--- config.mk ---
export PLATFORM = sky130hd
export DESIGN_NAME = aes_spi_sync
export DESIGN_NICKNAME = d
export VERILOG_FILES = /design/src/rtl/aes_spi_sync.sv
export SDC_FILE = /design/constraint.sdc
export NUM_CORES = 1
export LEC_CHECK = 0
export ABC_AREA = 0
export BUFFER_PORTS_ARGS = -buffer_cell sky130_fd_sc_hd__buf_2
export CORE_UTILIZATION = 56
export DETAILED_ROUTE_END_ITERATION = 10
export PLACE_DENSITY = 0.85
export SLEW_MARGIN = 20
export SYNTH_ARGS = -nofsm -noshare
export SYNTH_HDL_FRONTEND = slang
export SYNTH_SLANG_ARGS = --single-unit
--- constraint.sdc ---
create_clock -name clk -period 2.7 [get_ports clk]
set_clock_uncertainty 0.15 [all_clocks]
set_input_delay 0.81 -clock clk [delete_from_list [all_inputs] [get_ports clk]]
set_output_delay 0.81 -clock clk [all_outputs]
set_load 0.05 [all_outputs]
--- src/rtl/aes_spi_sync.sv ---
`timescale 1ns/1ps
`default_nettype none
// ============================================================================
// Module      : aes_spi_sync
// Description : Oversampled SPI front end for aes_core. Collects the
//               {plaintext,key} frame, starts the core and serves the result.
// Revision    : 1.0 - initial release
// ============================================================================
module aes_spi_sync #(
  parameter int FRAME_BITS  = 256,
  parameter int OUT_BITS    = 128,
  parameter int SYNC_STAGES = 2
) (
  input  logic                    clk,
  input  logic                    reset_n,
  input  logic                    sck,
  input  logic                    sdi,
  input  logic                    load,
  output logic                    sdo,
  output logic                    done,
  output logic [FRAME_BITS/2-1:0] plaintext,
  output logic [FRAME_BITS/2-1:0] key,
  output logic                    core_start,
  input  logic                    core_done,
  input  logic [OUT_BITS-1:0]     cyphertext
);

  localparam int c_IN_W  = $clog2(FRAME_BITS + 1);
  localparam int c_OUT_W = $clog2(OUT_BITS + 1);
  localparam logic [c_IN_W-1:0]  c_IN_FULL  = c_IN_W'(FRAME_BITS);
  localparam logic [c_OUT_W-1:0] c_OUT_LAST = c_OUT_W'(OUT_BITS - 1);

  typedef enum logic [2:0] {
    S_IDLE      = 3'd0,
    S_SHIFT_IN  = 3'd1,
    S_START     = 3'd2,
    S_WAIT      = 3'd3,
    S_SHIFT_OUT = 3'd4
  } state_t;

  logic [SYNC_STAGES-1:0] r_sck_sync;
  logic [SYNC_STAGES-1:0] r_sdi_sync;
  logic [SYNC_STAGES-1:0] r_load_sync;
  logic                   r_sck_d;
  logic                   r_load_d;

  logic w_sck_s, w_sdi_s, w_load_s;
  logic w_sck_rise, w_sck_fall, w_load_rise, w_load_fall;

  state_t                    r_state;
  state_t                    w_state_nxt;
  logic [c_IN_W-1:0]         r_in_cnt;
  logic [c_OUT_W-1:0]        r_out_cnt;
  logic [FRAME_BITS-1:0]     r_frame;
  logic [OUT_BITS-1:0]       r_out;
  logic [FRAME_BITS/2-1:0]   r_pt;
  logic [FRAME_BITS/2-1:0]   r_key;
  logic                      r_done;

  logic w_clr_in, w_shift_in, w_launch, w_capture;
  logic w_out_tick, w_out_shift, w_finish, w_abort;

  // sdi travels through the same depth as sck so a sync sck rise sees its bit
  always_ff @(posedge clk) begin
    if (!reset_n) begin
      r_sck_sync  <= '0;
      r_sdi_sync  <= '0;
      r_load_sync <= '0;
      r_sck_d     <= 1'b0;
      r_load_d    <= 1'b0;
    end else begin
      r_sck_sync  <= {r_sck_sync[SYNC_STAGES-2:0], sck};
      r_sdi_sync  <= {r_sdi_sync[SYNC_STAGES-2:0], sdi};
      r_load_sync <= {r_load_sync[SYNC_STAGES-2:0], load};
      r_sck_d     <= r_sck_sync[SYNC_STAGES-1];
      r_load_d    <= r_load_sync[SYNC_STAGES-1];
    end
  end

  assign w_sck_s     = r_sck_sync[SYNC_STAGES-1];
  assign w_sdi_s     = r_sdi_sync[SYNC_STAGES-1];
  assign w_load_s    = r_load_sync[SYNC_STAGES-1];
  assign w_sck_rise  = w_sck_s & ~r_sck_d;
  assign w_sck_fall  = ~w_sck_s & r_sck_d;
  assign w_load_rise = w_load_s & ~r_load_d;
  assign w_load_fall = ~w_load_s & r_load_d;

  always_ff @(posedge clk) begin
    if (!reset_n) begin
      r_state <= S_IDLE;
    end else begin
      r_state <= w_state_nxt;
    end
  end

  always_comb begin
    w_state_nxt = r_state;
    w_clr_in    = 1'b0;
    w_shift_in  = 1'b0;
    w_launch    = 1'b0;
    w_capture   = 1'b0;
    w_out_tick  = 1'b0;
    w_out_shift = 1'b0;
    w_finish    = 1'b0;
    w_abort     = 1'b0;
    // A new frame strobe always wins, restarting collection from any state
    if (w_load_rise) begin
      w_state_nxt = S_SHIFT_IN;
      w_clr_in    = 1'b1;
      w_abort     = 1'b1;
    end else begin
      case (r_state)
        S_IDLE: begin
          w_state_nxt = S_IDLE;
        end
        S_SHIFT_IN: begin
          if (w_load_fall) begin
            w_launch    = (r_in_cnt == c_IN_FULL);
            w_state_nxt = (r_in_cnt == c_IN_FULL) ? S_START : S_IDLE;
          end else if (w_sck_rise && (r_in_cnt != c_IN_FULL)) begin
            w_shift_in = 1'b1;
          end
        end
        S_START: begin
          w_state_nxt = S_WAIT;
        end
        S_WAIT: begin
          if (core_done) begin
            w_capture   = 1'b1;
            w_state_nxt = S_SHIFT_OUT;
          end
        end
        S_SHIFT_OUT: begin
          if (w_sck_rise) begin
            w_out_tick = 1'b1;
            if (r_out_cnt == c_OUT_LAST) begin
              w_finish    = 1'b1;
              w_state_nxt = S_IDLE;
            end
          end
          w_out_shift = w_sck_fall;
        end
        default: begin
          w_state_nxt = S_IDLE;
        end
      endcase
    end
  end

  always_ff @(posedge clk) begin
    if (!reset_n) begin
      r_in_cnt  <= '0;
      r_out_cnt <= '0;
      r_frame   <= '0;
      r_out     <= '0;
      r_pt      <= '0;
      r_key     <= '0;
      r_done    <= 1'b0;
    end else begin
      if (w_clr_in) begin
        r_in_cnt <= '0;
      end else if (w_shift_in) begin
        r_frame  <= {r_frame[FRAME_BITS-2:0], w_sdi_s};
        r_in_cnt <= r_in_cnt + c_IN_W'(1);
      end
      if (w_launch) begin
        r_pt  <= r_frame[FRAME_BITS-1 -: FRAME_BITS/2];
        r_key <= r_frame[FRAME_BITS/2-1:0];
      end
      if (w_capture) begin
        r_out     <= cyphertext;
        r_out_cnt <= '0;
        r_done    <= 1'b1;
      end else begin
        if (w_abort || w_finish) begin
          r_done <= 1'b0;
        end
        if (w_out_tick) begin
          r_out_cnt <= r_out_cnt + c_OUT_W'(1);
        end
        if (w_out_shift) begin
          r_out <= r_out << 1;
        end
      end
    end
  end

  assign plaintext  = r_pt;
  assign key        = r_key;
  assign done       = r_done;
  assign sdo        = r_done & r_out[OUT_BITS-1];
  // Gated by reset_n so a reset landing on the START cycle never reaches the core
  assign core_start = (r_state == S_START) & reset_n;

endmodule
`default_nettype wire
==> impl_metrics.toml, run 1 <==
[run_status]
outcome = "completed"

[finish]
final_core_util = 0.668
drive_gt1_frac = 0.163
finalNonFillerCells = 3980
synthToLayoutAreaGrowth_pct = 17.9
nets = 3477

[synthesis]
synth_edf_count = 0
synth_ff_type = "dfxtp_1"
syn_area_um2 = 25100
synth_cell_types = 42
netlist_instances = 3105
synthArstFlopShare = 0
synth.avg_cell_area_um2 = 8.07
yosys-top-cells-count = "1,032 x nand2_1, 669 x dfxtp_1, 268 x o21ai_0, 264 x nand3_1, 216 x a21boi_0"
ys_warn_count = 0
synth_area_leaders = "dfxtp_1 53%, nand2_1 15%, a21boi_0 6.5%"
netlist.area_leader.share = 0.535
ys_ff_latch = 669
synth_fp_nets = 3244
yosys.area.top_type = "dfxtp_1"
synth.yosys.seq_area_share = 0.535
synthMostInstantiatedCell = "nand2_1"

[detailed_routing]
via_per_inst = 5.35
dr.pass1.iters = 5
vias = 21300
wire_per_inst_um = 14.0
route.detailed.drc = 0
drtIter0Drc = 1796
routed_wl_um = 55900
detail-route-antenna-nets = 0

[timing]
final_hold_viol_count = 0
period_share = 0.954
clock.fmax_ghz = 0.388
setup_violations = 0
fin_crit_ps = 2580
slew_violations = 0
slew_headroom = 0.413
tightest_slew_ps = 880
rsz0062_at_grt = "false"

[global_route]
grt_pass1_wl_um = 89100
antenna_found_initial = 11
globalRouteTotalUtil = 0.236
gr-total-overflow = 0
grt_pass1_vias = 18500
grt_max_degree = 241

[hold_path]
worstHoldStart = "load"
worstHoldPathCells = 2
min_to = "r_load_sync[0]"
hold_path.class = "primary input to register"

[placed_design]
dp_cells = 3861
numPortBuffers = 392
gp_congestion = 0.800
dp_hpwl_um = 34300

[clocking]
clock_latency_ps = 590
root_buffer = "clkbuf_16"
clkSinkCount = 669
cts_tree = "done"
clk_pin_slew_ps = 60
htree_num_levels = 3
numCtsBuffers = 67
cts_buffer_depth = 3
cts_hold_buf = 0

[critical_path]
critPathArrivalTime_ps = 1620
cp.required_ps = 1740
path_class = "register to output port"
reg2reg_to = "r_frame[152]"
worstReg2RegStart = "r_load_d"
rr_worst_depth = 8
start_kind = "register"
ff2ff_setup_slack_ps = 160
crit_path_max_fanout = 8
endpoint_kind = "output port"

[die]
die_x_um = 214
io_pins = 393
die-area_um2 = 45600
dieHeight_um = 214
rows = 77
initial_core_util = 0.567
core-area_um2 = 44200

[pwr]
cellLeakagePower_nw = 10.5
p_per_area_nw_per_um2 = 667
peakVddDrop_uv = 563
p_total_mw = 19.7

[run]
drv_cap = 0
[critical path, stage by stage (launching register included)]
cell	delay (ps)
dfxtp_2	430
nand2_4	70
nor3_4	230
buf_2	300
[what timing repair did]
| item | in CTS | in global routing |
|---|---|---|
| setup buffers | 0 | 0 |
| setup endpoints to repair | 1 | 0 |
| resized for setup | 1 | 0 |
[worst max path at each step]
stage                    start      endpoint  slack, ps
CTS                 r_state[1]    core_start         80
floorplan              reset_n    core_start         -9
finish              r_state[1]    core_start        120
global route          r_load_d  r_frame[193]         10
global placement       reset_n    core_start        220
detailed placement    r_load_d  r_frame[152]        160
[flip-flops by register name (all words and copies together), names as in the netlist, 3 cells and up]
signal,flops
r_out,128
r_out_cnt,8
r_frame,256
r_state,3
r_in_cnt,9
key,128
plaintext,128
[kinds of logic (layout without fill, tap and decap cells)]
logic type / count (synthesis) / after routing / share of synthesized area
AO/OA/AOI/OAI: 787 / 787 / 0.190
flip-flops: 669 / 669 / 0.535
buffers and inverters: 281 / 559 / 0.0463
XOR/XNOR: 10 / 10 / 0.00350
other: 0 / 5 / 0
adder cells (fa/ha/maj): 5 / 5 / 0.00250
AND/OR/NAND/NOR: 1353 / 1353 / 0.223
[cells in the final DEF (no fill, tap or decap), drive strengths merged, types with 2 or more instances in the layout]
master / n
nand2b: 4
inv: 9
or3b: 2
nor4b: 3
or4: 2
a21boi: 258
o21ai: 386
nor2: 12
or3: 3
nor3b: 2
o31ai: 2
nand3: 264
xnor2: 10
and2: 9
diode: 5
bufinv: 5
clkinv: 10
a21oi: 9
nand4: 5
nand2: 1032
nor3: 4
a211oi: 2
a31oi: 126
buf: 437
nor4: 6
ha: 5
dfxtp: 669
clkbuf: 98
or4b: 2
[routing by layer]
layer	global-route usage	up-vias	share of wire
met3	0.0687	111	0.066
met1	0.302	9790	0.44
met2	0.379	499	0.47
met5	0	-	0.00079
li1	-	10900	-
met4	0.0837	8	0.025
[report_power, final]
part	switching (mW)	internal (mW)	total [mW]
logic	0.263	0.169	0.433
registers	0.00503	9.87	9.88
clock network	3.76	5.65	9.40
[through the flow]
step	area (um^2)	setup TNS [ps]	hold WS, ps	worst slack, ps
floorplan	25100	-8.96	262	-8.96
global placement	27300	0	264	223
detailed placement	27300	0	294	164
CTS	29500	0	243	76.5
global route	29500	0	249	11.3
finish	29600	0	281	124
[final cells by class]
class / instances / area [um^2]
Antenna cell: 5 / 12.5
Clock buffer: 98 / 2020
Clock inverter: 16 / 213
Fill cell: 3535 / 14700
Inverter: 8 / 30.0
Multi-Input combinational cell: 2155 / 10600
Sequential cell: 669 / 13400
Tap cell: 592 / 741
Timing Repair Buffer: 437 / 2580
No activity file was read; power rests on OpenSTA's default activity.
==> inputs of run 2 (changes only) <==
==> constraint.sdc (replaced) <==
create_clock -name clk -period 2.7 [get_ports clk]
set_clock_uncertainty 0.15 [all_clocks]
set_input_delay 0.405 -clock clk [delete_from_list [all_inputs] [get_ports clk]]
set_output_delay 0.405 -clock clk [all_outputs]
set_load 0.05 [all_outputs]
==> run 2 against run 1 <==
Net effect: combinational power grew 43%; first-iteration DRC count up 4.0%; critical endpoint is now r_out[33]; die area stayed put; sequential power barely moved; worst setup slack lost 19 ps; clock power decreased by 0.6%; via count up 6.1%; cell count increased by 3.1%; maximum frequency down 0.72%; critical path depth increased by 6; register-to-register slack got worse by 50 ps; sequential share of layout area down 1.9 points.
==> impl_metrics.toml, run 2 (synthesis results as in run 1) <==
[timing]
fin_crit_ps = 2590
tns_ps = 0
setup_violations = 0
period_share = 0.961
clock.fmax_ghz = 0.385
slew_headroom = 0.473
final_hold_viol_count = 0
rsz0062_at_grt = "false"
tightest_slew_ps = 791
slew_violations = 0

[global_route]
antenna_found_initial = 3
gr-total-overflow = 0
globalRouteTotalUtil = 0.263
grt_max_degree = 227
grt_pass1_vias = 20500
grt_pass1_wl_um = 99000

[die]
rows = 77
die_x_um = 214
core-area_um2 = 44200
initial_core_util = 0.567
io_pins = 393
dieHeight_um = 214
die-area_um2 = 45600

[pwr]
p_sw_mw = 4.17
p_per_area_nw_per_um2 = 643
pwr-share-clk = 0.471
sequentialPowerShare = 0.498
peakVddDrop_uv = 472
power_frac_comb = 0.031
sw_frac_of_total = 0.210
cellLeakagePower_nw = 11.0
p_total_mw = 19.8
internal-power_mw = 15.7

[critical_path]
endpoint_kind = "register"
critPathLaunch = "r_load_d"
worstReg2RegStart = "r_load_d"
crit_path_max_fanout = 46
critPathArrivalTime_ps = 2920
start_kind = "register"
path_class = "register to register"
cp.required_ps = 3020

[detailed_routing]
routed_wl_um = 62500
wire_per_inst_um = 15.2
via_per_inst = 5.51
drtIter0Drc = 1868
route.detailed.drc = 0
vias = 22600
dr.pass1.iters = 6
detail-route-antenna-nets = 0

[finish]
layout_common_cells = "1,032 x nand2_1, 669 x dfxtp_1, 391 x buf_2, 268 x o21ai_0, 264 x nand3_1"
finalNonFillerCells = 4103
final_common_cell = "nand2_1"
nets = 3595
largest_reg_flops = 256
final_core_util = 0.698
synthToLayoutAreaGrowth_pct = 23.2
stdcell_area_um2 = 30900
drive_gt1_frac = 0.157
regMostFlops = "r_frame"

[clocking]
cts_setup_buffers = 0
clk_pin_slew_ps = 60
cts_buffer_depth = 3
root_buffer = "clkbuf_16"
numCtsBuffers = 67
clkSinkCount = 669
htree_num_levels = 3
clock_latency_ps = 580
cts_tree = "done"

[hold_path]
worstHoldStart = "cyphertext[91]"
hold_path.class = "primary input to register"

[placed_design]
dp_cells = 3859
gp_congestion = 0.795
dp_hpwl_um = 34900
dpl-instance-area_um2 = 27400
numPortBuffers = 392

[run]
drv_cap = 0

[run_status]
outcome = "completed"
run 2: cell count changes in the layout (fill, tap and decap cells not counted), sizes merged:
| cell | before | now |
|---|---|---|
| dlygate4sd3 | 0 | 120 |
| clkinvlp | 0 | 4 |
| inv | 9 | 12 |
| buf | 437 | 435 |
| bufinv | 5 | 4 |
| diode | 5 | 4 |
run 2: worst paths after layout:
check	endpoint	slack (ps)	depth (start not counted)
worst min register to register	r_sdi_sync[1]	280	1
worst max register to register	r_out[33]	110	9
worst max-delay path	r_out[33]	110	9
worst min-delay path	r_out[91]	30	3
run 2: area by class of cell:
type                    count  area [um^2]
repair buffers            555         3890
inverters                   8         30.0
clock inverters            22          262
well taps                 592          741
fillers                  3228        13400
flip-flops and latches    669        13400
clock buffers              98         1980
diodes                      4         10.0
multi-input cells        2155        10600
run 2: what timing repair did:
item | 4_1_cts | 5_1_grt
setup endpoints to repair | 0 | 1
endpoints found under the hold margin | 124 | 0
hold buffers | 120 | 0
resized for setup | 0 | 3
run 2: per-stage QoR:
stage	worst slack (ps)	hold slack (ps)
final	105	30.1
after global routing	15.0	5.42
after CTS	149	1.40
after detailed placement	144	272
after global placement	212	265
after floorplan	311	262
run 2: critical path: stages, from the launching register on:
cell     delay [ps]
dfxtp_1         330
inv_1            50
ha_1            250
or4b_1          520
buf_4           190
nor3b_4         210
buf_12          190
buf_16          220
nand2_1         100
a31oi_1         260
run 2: metal layers:
layer  global-route usage  part of all wire
met2                0.433              0.48
met5                    0                 0
met3               0.0579             0.067
met4                0.134             0.042
met1                0.323              0.42
run 2: power groups by stage:
stage / clock, mW / combinational [mW] / sequential, mW
floorplan: 0 / 0.280 / 10.1
global placement: 0 / 0.448 / 10.1
detailed placement: 0 / 0.449 / 10.1
CTS: 9.49 / 0.586 / 9.88
global route: 9.94 / 0.661 / 9.87
finish: 9.34 / 0.618 / 9.88
